$ cat src/rtl/ntt_unified_ctrl.sv
// ============================================================================
// Module   : ntt_unified_ctrl
// Brief    : Forward/inverse NTT address and control sequencer, one butterfly
//            per cycle, with a write-back address delay pipeline.
// Revision : 1.0
// ============================================================================
`default_nettype none

module ntt_unified_ctrl #(
    parameter int LOGN     = 8,
    parameter int PIPE_LAT = 4
) (
    input  logic            clk,
    input  logic            rst,
    input  logic            start,
    input  logic            mode,
    output logic            busy,
    output logic            done,
    output logic            rd_en,
    output logic [LOGN-1:0] rd_addr_a,
    output logic [LOGN-1:0] rd_addr_b,
    output logic [LOGN-1:0] zeta_idx,
    output logic            zeta_neg,
    output logic [1:0]      op,
    output logic            wr_en,
    output logic [LOGN-1:0] wr_addr_a,
    output logic [LOGN-1:0] wr_addr_b
);

    localparam int DW = (PIPE_LAT > 1) ? $clog2(PIPE_LAT) : 1;
    localparam logic [LOGN:0]   c_n         = {1'b1, {LOGN{1'b0}}};
    localparam logic [LOGN:0]   c_half      = {2'b01, {(LOGN-1){1'b0}}};
    localparam logic [DW-1:0]   c_dcnt_init = DW'(PIPE_LAT - 1);

    typedef enum logic [2:0] {
        S_IDLE, S_LEVEL, S_ISSUE, S_DRAIN,
        S_SCALE_SETUP, S_SCALE_ISSUE, S_SCALE_DRAIN, S_DONE
    } state_t;

    state_t          state_q;
    logic            mode_q;
    logic [LOGN:0]   len_q, j_q, sp_q, j_d, sp_d;
    logic [LOGN-1:0] k_q, k_d;
    logic [DW-1:0]   dcnt_q;
    logic            w_grp_end, w_lvl_end;
    logic [LOGN-1:0] w_b_d, w_sj_d, w_sb_d;

    // Next butterfly pair within the current level, and the next scale pair
    always_comb begin
        w_grp_end = (j_q == sp_q + len_q - (LOGN+1)'(1));
        sp_d      = sp_q;
        k_d       = k_q;
        j_d       = j_q + (LOGN+1)'(1);
        if (w_grp_end) begin
            sp_d = sp_q + (len_q << 1);
            j_d  = sp_d;
            k_d  = mode_q ? (k_q - LOGN'(1)) : (k_q + LOGN'(1));
        end
        w_lvl_end = w_grp_end && (sp_d == c_n);
        w_b_d     = j_d[LOGN-1:0] + len_q[LOGN-1:0];
        w_sj_d    = j_q[LOGN-1:0] + LOGN'(1);
        w_sb_d    = w_sj_d + c_half[LOGN-1:0];
    end

    always_ff @(posedge clk or posedge rst) begin
        if (rst) begin
            state_q   <= S_IDLE;
            mode_q    <= 1'b0;
            len_q     <= '0;
            k_q       <= '0;
            j_q       <= '0;
            sp_q      <= '0;
            dcnt_q    <= '0;
            busy      <= 1'b0;
            done      <= 1'b0;
            rd_en     <= 1'b0;
            rd_addr_a <= '0;
            rd_addr_b <= '0;
            zeta_idx  <= '0;
            zeta_neg  <= 1'b0;
            op        <= 2'd0;
        end else begin
            done      <= 1'b0;
            rd_en     <= 1'b0;
            rd_addr_a <= '0;
            rd_addr_b <= '0;
            zeta_idx  <= '0;
            zeta_neg  <= 1'b0;
            op        <= 2'd0;
            case (state_q)
                S_IDLE: begin
                    if (start) begin
                        state_q <= S_LEVEL;
                        busy    <= 1'b1;
                        mode_q  <= mode;
                        len_q   <= mode ? (LOGN+1)'(1) : c_half;
                        k_q     <= mode ? '1 : LOGN'(1);
                    end
                end
                S_LEVEL: begin
                    j_q       <= '0;
                    sp_q      <= '0;
                    state_q   <= S_ISSUE;
                    rd_en     <= 1'b1;
                    rd_addr_b <= len_q[LOGN-1:0];
                    zeta_idx  <= k_q;
                    zeta_neg  <= mode_q;
                    op        <= {1'b0, mode_q};
                end
                S_ISSUE: begin
                    j_q  <= j_d;
                    sp_q <= sp_d;
                    k_q  <= k_d;
                    if (w_lvl_end) begin
                        state_q <= S_DRAIN;
                        dcnt_q  <= c_dcnt_init;
                    end else begin
                        rd_en     <= 1'b1;
                        rd_addr_a <= j_d[LOGN-1:0];
                        rd_addr_b <= w_b_d;
                        zeta_idx  <= k_d;
                        zeta_neg  <= mode_q;
                        op        <= {1'b0, mode_q};
                    end
                end
                S_DRAIN: begin
                    if (dcnt_q != '0) begin
                        dcnt_q <= dcnt_q - DW'(1);
                    end else if (mode_q ? (len_q == c_half) : (len_q == (LOGN+1)'(1))) begin
                        state_q <= mode_q ? S_SCALE_SETUP : S_DONE;
                        done    <= ~mode_q;
                    end else begin
                        len_q   <= mode_q ? (len_q << 1) : (len_q >> 1);
                        state_q <= S_LEVEL;
                    end
                end
                S_SCALE_SETUP: begin
                    j_q       <= '0;
                    state_q   <= S_SCALE_ISSUE;
                    rd_en     <= 1'b1;
                    rd_addr_b <= c_half[LOGN-1:0];
                    op        <= 2'd2;
                end
                S_SCALE_ISSUE: begin
                    if (j_q == c_half - (LOGN+1)'(1)) begin
                        state_q <= S_SCALE_DRAIN;
                        dcnt_q  <= c_dcnt_init;
                    end else begin
                        j_q       <= j_q + (LOGN+1)'(1);
                        rd_en     <= 1'b1;
                        rd_addr_a <= w_sj_d;
                        rd_addr_b <= w_sb_d;
                        op        <= 2'd2;
                    end
                end
                S_SCALE_DRAIN: begin
                    if (dcnt_q != '0) begin
                        dcnt_q <= dcnt_q - DW'(1);
                    end else begin
                        state_q <= S_DONE;
                        done    <= 1'b1;
                    end
                end
                S_DONE: begin
                    busy    <= 1'b0;
                    state_q <= S_IDLE;
                end
                default: begin
                    busy    <= 1'b0;
                    state_q <= S_IDLE;
                end
            endcase
        end
    end

    // Write-back pipeline: stage 0 holds the read issued one cycle earlier
    logic [PIPE_LAT-1:0] vld_q;
    logic [LOGN-1:0]     pa_q [PIPE_LAT];
    logic [LOGN-1:0]     pb_q [PIPE_LAT];

    always_ff @(posedge clk or posedge rst) begin
        if (rst) begin
            vld_q <= '0;
            for (int i = 0; i < PIPE_LAT; i++) begin
                pa_q[i] <= '0;
                pb_q[i] <= '0;
            end
        end else begin
            vld_q[0] <= rd_en;
            pa_q[0]  <= rd_addr_a;
            pb_q[0]  <= rd_addr_b;
            for (int i = 1; i < PIPE_LAT; i++) begin
                vld_q[i] <= vld_q[i-1];
                pa_q[i]  <= pa_q[i-1];
                pb_q[i]  <= pb_q[i-1];
            end
        end
    end

    assign wr_en     = vld_q[PIPE_LAT-1];
    assign wr_addr_a = pa_q[PIPE_LAT-1];
    assign wr_addr_b = pb_q[PIPE_LAT-1];

endmodule

`default_nettype wire

$ cat config.mk
export PLATFORM = sky130hd
export DESIGN_NAME = ntt_unified_ctrl
export DESIGN_NICKNAME = d
export VERILOG_FILES = /design/src/rtl/ntt_unified_ctrl.sv
export SDC_FILE = /design/constraint.sdc
export NUM_CORES = 1
export LEC_CHECK = 0
export ABC_AREA = 1
export CAP_MARGIN = 20
export CORE_ASPECT_RATIO = 1.25
export CORE_MARGIN = 5
export CORE_UTILIZATION = 40
export CTS_BUF_LIST = sky130_fd_sc_hd__clkbuf_8 sky130_fd_sc_hd__clkbuf_16
export DETAILED_ROUTE_END_ITERATION = 10
export GPL_TIMING_DRIVEN = 0
export PLACE_DENSITY = 0.69
export SLEW_MARGIN = 30
export SYNTH_ARGS = -nofsm -noshare
export SYNTH_HDL_FRONTEND = slang
export SYNTH_SLANG_ARGS = --single-unit
$ cat constraint.sdc
create_clock -name clk -period 3.95 [get_ports clk]
set_input_delay 0.395 -clock clk [delete_from_list [all_inputs] [get_ports clk]]
set_output_delay 0.395 -clock clk [all_outputs]
set_load 0.01 [all_outputs]
-- Yosys cells after proc, flatten, opt, wreduce, memory -nomap -nowiden
Index checks and enable logic that the tools add are counted.
- reductions and logical operators: 18
- $mul: 0
- muxes and demuxes: 51
- div/mod/pow operators: 0
- shift operators: 0
- equality and inequality tests: 20
- order comparisons: 0
- bitwise gates (word level): 1
- $add $sub $neg: 10
- operators with widths (cell ; count):
    $mux 8 ; 10
    $mux 9 ; 7
    $pmux 8 s2 ; 3
    $pmux 9 s2 ; 2
    $pmux 8 s4 ; 1
    $pmux 9 s3 ; 1
    $pmux 3 s8 ; 1
    $add 9x9->9 ; 2
    $mux 3 ; 6
    $add 8x1->8 const B ; 2
    $ne 2x2->1 const B ; 7
    $eq 3x3->1 const B ; 4
    $mux 2 ; 5
    $reduce_bool 2->1 ; 5
    $add 9x1->9 const B ; 1
    $eq 9x1->1 const B ; 1
    $eq 9x7->1 const B ; 1
    $eq 9x8->1 const B ; 1
    $eq 9x9->1 ; 1
    $eq 9x9->1 const B ; 1
    $mux 1 ; 9
    $sub 9x1->9 const B ; 1
    $add 8x8->8 ; 1
    $add 8x8->8 const B ; 1
    other kinds (17) ; 26
- ROM bits: 0
- latch bits: 0
- memories kept: 0
- bits of input ports: 4
- word-level logic and storage cells: 124
- output and inout port bits: 47
- RAM bits: 0
- register bits after elaboration: 139

-- Longest topological paths before layout
Gate-level depths: netlist of run 1.
- depth after elaboration: 8
- depth in mapped cells: 30
- depth with buffers taken out: 29

-- Least setup slack after synthesis of run 1
Ideal clock, no wire load.
- path kind: register -> register
- start: register len_q[1]
- end: register rd_addr_b[7]
- required time: 3.867 ns
- path buffers: 1
- setup time: 0.083 ns
- cell stages (with the launch flop): 29
- clock period less this slack: 3.914 ns
- data arrival time: 3.832 ns
- setup slack: 0.036 ns
- cell sequence: dfrtp_1 > inv_1 > ha_1 > inv_1 > ha_1 > inv_1 > fa_1 > inv_1 > nand2_2 > nand2_2 > nand3_2 > nand3b_1 > nand2_2 > nand2_4 > inv_4 > nand3_4 > buf_6 > inv_1 > or2_2 > nand2_1 > inv_1 > ha_1 > a21oi_1 > nand2_1 > nand4_1 > o211ai_1 > xor2_1 > xor2_1 > o21ai_0
- cells in the longest elaborated chain, start to end: 8
- ends and longest elaborated chain (element ; RTL line ; RTL):
    from (decl) ; 42 ; logic [LOGN:0] len_q, j_q, sp_q, j_d, sp_d;
    from (signal assigned) ; 96 ; len_q <= mode ? (LOGN+1)'(1) : c_half;
    from (signal assigned) ; 133 ; len_q <= mode_q ? (len_q << 1) : (len_q >> 1);
    branches (longest 6 deep; another with $add 9x9->9) ; n/a ;
    $mux 8 (*) ; 114 ; if (w_lvl_end) begin
    $pmux 8 s4 (*) ; 90 ; case (state_q)
    to (signal assigned) ; 105 ; rd_addr_b <= len_q[LOGN-1:0];
    to (signal assigned) ; 120 ; rd_addr_b <= w_b_d;
    to (signal assigned) ; 141 ; rd_addr_b <= c_half[LOGN-1:0];
    to (decl) ; 21 ; output logic [LOGN-1:0] rd_addr_b,
Every way passes the cells marked *.
A chain may end at the register's enable or synchronous reset.

-- Worst setup path in the final report of run 1
Ends and elaborated chain as after synthesis.

==> metrics.yaml, run 1 <==
routing:
  route.met2.wl_um: 8720
  vias: 5456
  drt-pass1-iter-count: 5
  m1WireLength_um: 6680
  drc_errors: 0
  wl_met3_um: 827
  drt_wl_total_um: 16900
  top_layer: "met4"
  drtIter0Drc: 324
  routedWlPerCell_um: 15.5
  detail_route.vias_per_cell: 5.00
  ant_nets: 0
worst_setup_path:
  required_ns: 4.23
  slowest_stage: "fa_2"
  critPathArrivalTime_ns: 4.24
  max_stage_delay_ns: 0.54
  end_kind: "flop"
  startpoint_type: "flop"
  crit_type: "reg -> reg"
  cp_common_cell: "inv_2"
  critPathMaxFanout: 5
clock_network:
  cts_buffer_depth: 2
  worstSkewPairLatency_ns: 0.42
  cts_tree: "done"
  clkSinkCount: 138
  htreeDepth: 4
  root_buffer: "clkbuf_16"
  clk_pin_slew_ns: 0.07
  cts_buffers: 17
synthesis:
  synth_cell_type_count: 48
  yosysSeqAreaShare_pct: 49.7
  synthFlopType: "dfrtp_1"
  synthTopCellsByCount: "156 x nand2_1, 138 x dfrtp_1, 113 x inv_1, 48 x o21ai_0, 37 x ha_1"
  synth_top_area_share_pct: 49.7
  synthArstFlopShare_pct: 100
  netlist_top_cells_area: "dfrtp_1 50%, nand2_1 8.4%, ha_1 6.7%"
  yosys.area.top_type: "dfrtp_1"
  synth_warnings: 0
  syn-instance-count: 758
  synth_nets: 803
  netlist_area_mm2: 0.00695
  synth_edf_count: 0
  synth_most_common_cell: "nand2_1"
  ys_seq_elements: 138
  avgSynthCellArea_um2: 9.17
power_and_ir_drop:
  p_leak_nw: 4.21
  clkPwrFrac_pct: 51.1
  p_int_mw: 2.26
  netSwitchingFraction_pct: 23.9
  ir_drop_mv: 0.286
  comb_power_share_pct: 1.4
  pwr_density_cell_mw_per_mm2: 340
  seq_power_share_pct: 47.5
  power.switching_uw: 711
status:
  violations: "setup timing"
  status: "finished, violations left"
min_path:
  hold_path_class: "reg -> reg"
floorplanning:
  die_w_um: 128
  dieArea_mm2: 0.0201
  io_pins: 51
  core_area_mm2: 0.0173
  start_util_pct: 40.2
  die_h_um: 157
  fp-row-count: 54
global_routing:
  grt_max_degree: 32
  grt_overflow: 0
  track_usage_pct: 17.3
  grt_pass1_wl_um: 27500
  antenna_found_initial: 0
  grt_pass1_vias: 5489
timing:
  tightest_slew_ns: 0.807
  slew_headroom_pct: 46.0
  grt_setup_unrepaired: "true"
  fin_skew_ns: 0.00943
  setup_ws_ns: -0.00733
  slew_viol_final: 0
  period_needed_ns: 3.96
  hold_viol: 0
  setup_viol: 1
  max_freq_mhz: 253
  finalCritPeriodShare_pct: 100
  tns_ns: -0.00733
place:
  io_buffer_count: 50
  dp_slack_ns: -0.978
  place_congestion: 0.939
  dp_hpwl_um: 11900
final_layout:
  final_nets: 898
  nFillCells: 1574
  multi_input_area_mm2: 0.00303
  final-seq-area_mm2: 0.00346
  drive_above_1_share_pct: 18.5
  area_delta_synth_final_pct: 26.0
flow_run:
  drv_cap: 0
## power groups by stage
stage	combinational [mW]	clock, mW	sequential [mW]
finish	0.0403	1.52	1.41
global route	0.0473	1.61	1.41
CTS	0.0427	1.55	1.41
detailed placement	0.0422	0	1.44
global placement	0.0322	0	1.44
floorplan	0.0210	0	1.44
## worst paths after layout
check / start / end / slack, ns / cells past startpoint
max: len_q[1] / rd_addr_b[7] / -0.007 / 26
min: vld_q[0] / vld_q[1] / 0.34 / 0
max reg2reg: len_q[1] / rd_addr_b[7] / -0.007 / 26
min reg2reg: vld_q[0] / vld_q[1] / 0.34 / 0
max in group asynchronous: rst / j_q[1] / 2.83 / 4
min in group asynchronous: rst / pb_q[23] / 0.37 / 2
## flip-flops by register name, indices dropped and copies added (netlist names), 2 cells and up
signal     flops
op             2
rd_addr_a      8
pa_q          24
j_q            9
k_q            8
len_q          9
vld_q          4
wr_addr_a      8
sp_q           8
rd_addr_b      8
state_q        3
wr_addr_b      8
zeta_idx       8
dcnt_q         2
pb_q          24
## metal layers
metal	up-vias	global-route usage (%)
li1	2632	-
met1	2610	19.9
met2	166	30.7
met3	48	3.05
met4	0	9.05
met5	-	0
## critical path: cells and delay by family, from the launching register on
family | cells | cell delay (ns)
buffers and inverters | 6 | 0.44
and+or+nand+nor | 12 | 1.09
adders and majority gates | 4 | 1.23
xor gates and xnor gates | 2 | 0.41
DFF | 1 | 0.38
AOI/OAI and AO/OA | 2 | 0.24
## stage by stage
step | hold WS, ns | total power, mW | cells | area [µm²] | util, %
6_report | 0.340 | 2.97 | 1091 | 8750 | 50.6
5_1_grt | 0.340 | 3.07 | 1090 | 8750 | 50.6
4_1_cts | 0.340 | 3.00 | 1084 | 8640 | 49.9
3_5_place_dp | 0.335 | 1.48 | 1036 | 7810 | 45.2
3_3_place_gp | 0.331 | 1.47 | 1032 | 7730 | 44.7
2_1_floorplan | 0.331 | 1.46 | 758 | 6950 | -
## what timing repair did
| item | 4_1_cts | 5_1_grt |
|---|---|---|
| hold buffers | 0 | 0 |
| gates resized for setup | 35 | 17 |
| hold endpoints to repair | 0 | 0 |
| pin swaps | 19 | 20 |
| setup buffers | 16 | 7 |
| setup endpoints to repair | 17 | 12 |
## layout by cell type (no fill, tap or decap), types with 3 or more instances in the layout
cell / netlist / final
o22ai_1: 9 / 9
buf_4: 16 / 38
xor2_1: 22 / 22
nand2_4: 4 / 5
clkinvlp_4: 0 / 6
buf_12: 0 / 4
nor3_1: 4 / 4
a31oi_1: 3 / 3
o21bai_1: 11 / 11
or2_2: 5 / 4
nor2_1: 30 / 30
clkdlybuf4s50_1: 0 / 50
ha_4: 0 / 8
clkbuf_1: 7 / 7
nand3_2: 3 / 6
ha_1: 37 / 29
dfrtp_2: 0 / 6
o21ai_2: 1 / 4
nand2_1: 156 / 152
nor2_2: 4 / 3
xnor2_1: 9 / 9
o22a_1: 5 / 5
nand4_1: 21 / 21
dfrtp_1: 138 / 132
a21oi_1: 35 / 30
clkbuf_16: 0 / 17
inv_1: 113 / 104
nand3_4: 4 / 4
inv_8: 0 / 6
o21ai_0: 48 / 45
inv_6: 0 / 4
a21oi_2: 0 / 4
o211ai_1: 6 / 6
inv_2: 6 / 12
nand3_1: 24 / 21
nand2_2: 10 / 13
## area by class of cell
type / count / area share (%)
diodes: 1 / 0.0286
plain buffers: 27 / 2.04
clock buffers: 17 / 4.86
clock inverters: 15 / 1.67
inverters: 122 / 5.39
well taps: 224 / 3.20
flip-flops and latches: 138 / 39.5
repair buffers: 77 / 8.69
multi-input cells: 470 / 34.6
## cell families after synthesis
| kind of cell | after synthesis | share of synthesized area [%] |
|---|---|---|
| AO/OA/AOI/OAI | 125 | 10.4 |
| XOR/XNOR | 31 | 3.91 |
| adder cells (fa/ha/maj) | 41 | 7.82 |
| buffers and inverters | 150 | 9.33 |
| flip-flops | 138 | 49.7 |
| multiplexers | 1 | 0.144 |
| AND/OR/NAND/NOR | 272 | 18.7 |
No activity file was read; power rests on OpenSTA's default activity.
==> inputs of run 2 (changes only) <==
CTS_BUF_LIST = sky130_fd_sc_hd__clkbuf_2   (was sky130_fd_sc_hd__clkbuf_8 sky130_fd_sc_hd__clkbuf_16)
==> metrics.yaml, run 2 (synthesis results as in run 1) <==
status:
  status: "finished, violations left"
  violations: "setup timing"
power_and_ir_drop:
  total_power_mw: 2.25  # -24%
  power.switching_uw: 619  # -13%
  comb_power_share_pct: 1.8  # +0.4 points
  ir_drop_mv: 0.179  # -38%
  p_int_mw: 1.63  # -28%
  clkPwrFrac_pct: 35.2  # -16 points
  seq_power_share_pct: 63.0  # +16 points
  netSwitchingFraction_pct: 27.5  # +3.6 points
  pwr_density_cell_mw_per_mm2: 268  # -21%
  p_leak_nw: 4.07  # -3.5%
final_layout:
  multi_input_area_mm2: 0.00300  # -0.83%
  final_cells: 1091  # unchanged
  final_cell_mix: "151 x nand2_1, 132 x dfrtp_1, 105 x inv_1"
  final_common_cell: "nand2_1"
  fin_area_mm2: 0.00839  # -4.1%
  largestRegisters: "pa_q (24), pb_q (24)"
  area_delta_synth_final_pct: 20.8
  final_core_util_pct: 48.5  # -2.1 points
  final-seq-area_mm2: 0.00346  # unchanged
  drive_above_1_share_pct: 18.0  # -0.46 points
  final_nets: 898  # unchanged
  nFillCells: 1629  # +3.5%
floorplanning:
  dieArea_mm2: 0.0201  # unchanged
  die_h_um: 157  # unchanged
  die_w_um: 128  # unchanged
  core_area_mm2: 0.0173  # unchanged
  fp-row-count: 54  # unchanged
  start_util_pct: 40.2  # unchanged
  io_pins: 51  # unchanged
clock_network:
  cts_tree: "done"
  worstSkewPairLatency_ns: 0.69  # +0.27 ns
  root_buffer: "clkbuf_2"
  clkSinkCount: 138  # unchanged
  cts_buffers: 17  # unchanged
  htreeDepth: 4  # unchanged
  clk_pin_slew_ns: 0.25  # +0.18 ns
  cts_buffer_depth: 2  # unchanged
  holdBufCountCts: 0  # unchanged
flow_run:
  drv_cap: 0  # unchanged
routing:
  vias: 5389  # -1.2%
  drc_errors: 0  # unchanged
  detail_route.vias_per_cell: 4.94  # -1.2%
  drt-pass1-iter-count: 8  # +3
  ant_nets: 0  # unchanged
  drt_wl_total_um: 16100  # -5.0%
  drtIter0Drc: 352  # +8.6%
  routedWlPerCell_um: 14.7  # -5.0%
place:
  place_congestion: 0.939  # unchanged
  dpl-instance-area_mm2: 0.00781  # unchanged
  io_buffer_count: 50  # unchanged
  dp_cells: 1036  # unchanged
  dp_hpwl_um: 11900  # unchanged
timing:
  fin_skew_ns: 0.0402  # +0.0307 ns
  setup_viol: 2  # +1
  finalCritPeriodShare_pct: 101  # +0.81 points
  slew_headroom_pct: 51.2  # +5.2 points
  tightest_slew_ns: 0.729  # -0.0777 ns
  max_freq_mhz: 251  # -0.80%
  slew_viol_final: 0  # unchanged
  setup_ws_ns: -0.0394  # -0.0321 ns
  timing.hold.ws_ns: 0.0515  # -0.288 ns
  period_needed_ns: 3.99  # +0.0321 ns
  hold_viol: 0  # unchanged
  grt_setup_unrepaired: "true"
worst_setup_path:
  r2r_setup_slack_ns: -0.04  # -0.03 ns
  r2r_end: "rd_addr_b[5]"
  max_stage_delay_ns: 0.54  # about the same
  required_ns: 4.52  # +0.29 ns
  critPathMaxFanout: 4  # -1
  slowest_stage: "fa_2"
  end_kind: "flop"
  crit_type: "reg -> reg"
  r2r-start: "len_q[1]"
  startpoint_type: "flop"
  reg2reg_depth: 28  # +7.7%
  critPathArrivalTime_ns: 4.56  # +0.32 ns
global_routing:
  grt_pass1_vias: 5246  # -4.4%
  top_usage_layer: "met2"
  grt_overflow: 0  # unchanged
  gr-usage-met1_pct: 19.5  # -0.45 points
  antenna_found_initial: 1  # +1
  track_usage_pct: 16.5  # -0.83 points
  grt_max_degree: 32  # unchanged
  grt_pass1_wl_um: 26200  # -4.7%
  use_met3_pct: 3.02  # -0.034 points
  met2_usage_pct: 29.2  # -1.5 points
min_path:
  hold_path_class: "in -> async"
==> run 2: changes by cell type in the layout (fill, tap and decap cells not counted), moves of 2 or more <==
cell,previous run,this run
clkbuf_16,17,0
clkbuf_2,0,17
nand3_1,21,23
nand3_2,6,4
==> run 2: area by class of cell <==
cell class	instances	share of cell area (%)
well taps	224	3.34
diodes	1	0.0298
inverters	122	5.62
flip-flops and latches	138	41.2
multi-input cells	470	35.8
clock buffers	17	1.01
plain buffers	26	2.04
repair buffers	78	9.20
clock inverters	15	1.74
==> run 2: worst max-delay path, delay by kind of cell, from the launching register on <==
family                     cells  cell delay, ns
and+or+nand+nor               12            1.06
DFF                            1            0.44
adders and majority gates      4            1.15
xor gates and xnor gates       1            0.16
buffers and inverters          8            0.65
AOI/OAI and AO/OA              3            0.41
==> run 2: worst max-delay path by stage <==
| stage | start | end | slack (ns) | cells past startpoint |
|---|---|---|---|---|
| finish | len_q[1] | rd_addr_b[5] | -0.04 | 28 |
| global route | len_q[1] | rd_addr_b[5] | -0.18 | 28 |
| CTS | len_q[1] | rd_addr_b[7] | -0.02 | 27 |
| detailed placement | len_q[1] | rd_addr_b[7] | -0.98 | 27 |
| global placement | len_q[1] | rd_addr_b[7] | -0.91 | 27 |
| floorplan | len_q[1] | rd_addr_b[7] | 0.04 | 28 |
==> run 2: metal layers <==
layer / routed length, µm / share of wire [%]
met1: 6410 / 40
met2: 8420 / 52
met3: 702 / 4.4
met4: 530 / 3.3
met5: 0 / 0
==> run 2: repair_timing <==
item,CTS,global route
endpoints found under the setup margin,18,15
pin swaps,15,23
buffers inserted,17,7
resized for setup,29,20
==> run 2: metrics by stage <==
stage          setup WS, ns  TNS (ns)
2_1_floorplan        0.0355         0
3_3_place_gp         -0.913     -4.23
3_5_place_dp         -0.978     -4.83
4_1_cts             -0.0199   -0.0199
5_1_grt              -0.176    -0.456
6_report            -0.0394   -0.0422
==> run 2: power groups by stage <==
stage	clock [mW]	sequential, mW	combinational, mW
6_report	0.792	1.42	0.0396
5_1_grt	0.887	1.42	0.0470
4_1_cts	0.823	1.42	0.0422
3_5_place_dp	0	1.44	0.0422
3_3_place_gp	0	1.44	0.0322
2_1_floorplan	0	1.44	0.0210
==> inputs of run 3 (changes only) <==
CORE_UTILIZATION = 55   (was 40)
PLACE_DENSITY = 0.88   (was 0.69)
==> metrics.yaml, run 3 (synthesis results as in run 1) <==
place:
  io_buffer_count: 50  # unchanged
  dp_hpwl_um: 13000  # +8.6%
  place_congestion: 0.980  # +4.4%
final_layout:
  final_cell_mix: "149 x nand2_1, 132 x dfrtp_1, 102 x inv_1"
  area_delta_synth_final_pct: 21.4
  final_common_cell: "nand2_1"
  largestRegisters: "pa_q (24), pb_q (24)"
  final_core_util_pct: 67.2  # +19 points
  drive_above_1_share_pct: 19.0  # +0.97 points
  nFillCells: 884  # -46%
  final_nets: 901  # +0.33%
floorplanning:
  io_pins: 51  # unchanged
  dieArea_mm2: 0.0150  # -25%
  start_util_pct: 55.4  # +15 points
  core_area_mm2: 0.0125  # -27%
  die_w_um: 111  # -14%
  fp-row-count: 46  # -15%
  die_h_um: 136  # -14%
worst_setup_path:
  max_stage_delay_ns: 0.55  # about the same
  slowest_stage: "fa_2"
  cp_common_cell: "nand2_1"
  required_ns: 4.60  # +0.08 ns
  critPathMaxFanout: 5  # +1
  end_kind: "flop"
  crit_buf_inv: 7  # -1
  startpoint_type: "flop"
  crit_type: "reg -> reg"
  critPathArrivalTime_ns: 4.67  # +0.11 ns
  crit_family: "adder cells"
clock_network:
  worstSkewPairLatency_ns: 0.76  # +0.07 ns
  cts_tree: "done"
  cts_buffer_depth: 2  # unchanged
  holdBufCountCts: 0  # unchanged
  cts_buffers: 17  # unchanged
  root_buffer: "clkbuf_2"
  clkSinkCount: 138  # unchanged
  clk_pin_slew_ns: 0.22  # -0.03 ns
  htreeDepth: 4  # unchanged
global_routing:
  track_usage_pct: 25.1  # +8.6 points
  use_met3_pct: 5.59  # +2.6 points
  antenna_found_initial: 1  # unchanged
  grt_pass1_wl_um: 29800  # +14%
  met2_usage_pct: 44.8  # +16 points
  grt_max_degree: 34  # +6.3%
  gr-usage-met1_pct: 26.9  # +7.4 points
  grt_overflow: 0  # unchanged
  top_usage_layer: "met2"
  grt_pass1_vias: 5971  # +14%
power_and_ir_drop:
  p_int_mw: 1.81  # +11%
  netSwitchingFraction_pct: 25.5  # -2.0 points
  pwr_density_cell_mw_per_mm2: 289  # +7.8%
  total_power_mw: 2.43  # +8.4%
  seq_power_share_pct: 58.1  # -4.9 points
  comb_power_share_pct: 1.9  # about the same
  power.switching_uw: 621  # +0.42%
  clkPwrFrac_pct: 40.0  # +4.8 points
  p_leak_nw: 4.13  # +1.7%
  ir_drop_mv: 0.192  # +7.4%
timing:
  finalCritPeriodShare_pct: 102  # +0.83 points
  period_needed_ns: 4.02  # +0.0330 ns
  hold_viol: 1  # +1
  max_freq_mhz: 249  # -0.82%
  fin_skew_ns: 0.0479  # +0.00775 ns
  tightest_slew_ns: 0.760  # +0.0303 ns
  setup_viol: 2  # unchanged
  setup_ws_ns: -0.0724  # -0.0330 ns
  timing.hold.ws_ns: -0.00356  # -0.0551 ns
  slew_viol_final: 0  # unchanged
  slew_headroom_pct: 49.2  # -2.0 points
  grt_setup_unrepaired: "true"
status:
  violations: "DRC, hold timing, setup timing"
  status: "finished, violations left"
flow_run:
  drv_cap: 0  # unchanged
min_path:
  hold_path_class: "in -> async"
routing:
  drt-pass1-iter-count: 11  # +3
  drt_wl_total_um: 19500  # +21%
  drc_errors: 1  # +1
  drtIter0Drc: 725  # +110%
  detail_route.vias_per_cell: 5.89  # +19%
  ant_nets: 0  # unchanged
  vias: 6116  # +13%
  routedWlPerCell_um: 18.8  # +28%
## run 3: cell types whose count changed in the layout (fill, tap and decap cells not counted), moves of 2 or more
cell,before,now
buf_12,4,2
inv_8,6,4
buf_4,37,42
buf_6,3,0
buf_16,0,3
inv_2,11,13
inv_1,105,102
bufinv_16,0,3
nand2_1,151,149
## run 3: area by class of cell
type	count	area (µm²)	share of cell area [%]
buffer	27	179	2.12
tap	168	210	2.49
antenna	1	2.50	0.0297
clock inverter	15	203	2.40
multi-input combinational	470	3010	35.7
sequential	138	3460	41.0
clock buffer	17	85.1	1.01
timing repair buffer	80	811	9.61
inverter	122	474	5.62
## run 3: metal layers
| metal | share of wire [%] | vias up |
|---|---|---|
| met2 | 50 | 457 |
| met5 | 0 | - |
| met1 | 32 | 2848 |
| met3 | 9.1 | 176 |
| li1 | - | 2635 |
| met4 | 8.9 | 0 |
## run 3: power groups by stage
stage	logic, mW	clock network [mW]	registers, mW
final	0.0454	0.974	1.42
after global routing	0.0521	1.04	1.42
after CTS	0.0472	0.967	1.42
after detailed placement	0.0473	0	1.44
after global placement	0.0313	0	1.44
after floorplan	0.0210	0	1.44
## run 3: timing repair
| action | 4_1_cts | 5_1_grt |
|---|---|---|
| setup buffers | 16 | 9 |
| endpoints found under the setup margin | 16 | 11 |
| gates resized for setup | 31 | 20 |
| pin swaps | 12 | 23 |
## run 3: worst paths after layout
check,start,to,slack (ns),cells past startpoint
min reg2reg,pa_q[11],wr_addr_a[3],0.37,0
min in group clk,mode,mode_q,0.35,3
max reg2reg,len_q[1],rd_addr_b[6],-0.07,27
min,rst,vld_q[1],-0.004,2
max,len_q[1],rd_addr_b[6],-0.07,27
max in group asynchronous,rst,rd_addr_a[4],3.09,5
## run 3: per-stage QoR
step	hold WS, ns	setup TNS, ns	area, µm²	setup slack (ns)	cells
after global routing	0.0233	-0.318	8440	-0.141	1038
final	-0.00356	-0.0922	8440	-0.0724	1038
after global placement	0.331	-2.96	7660	-0.729	976
after floorplan	0.331	0	6950	0.0355	758
after CTS	0.00894	-0.000517	8290	-0.000517	1029
after detailed placement	0.335	-4.27	7780	-0.822	981
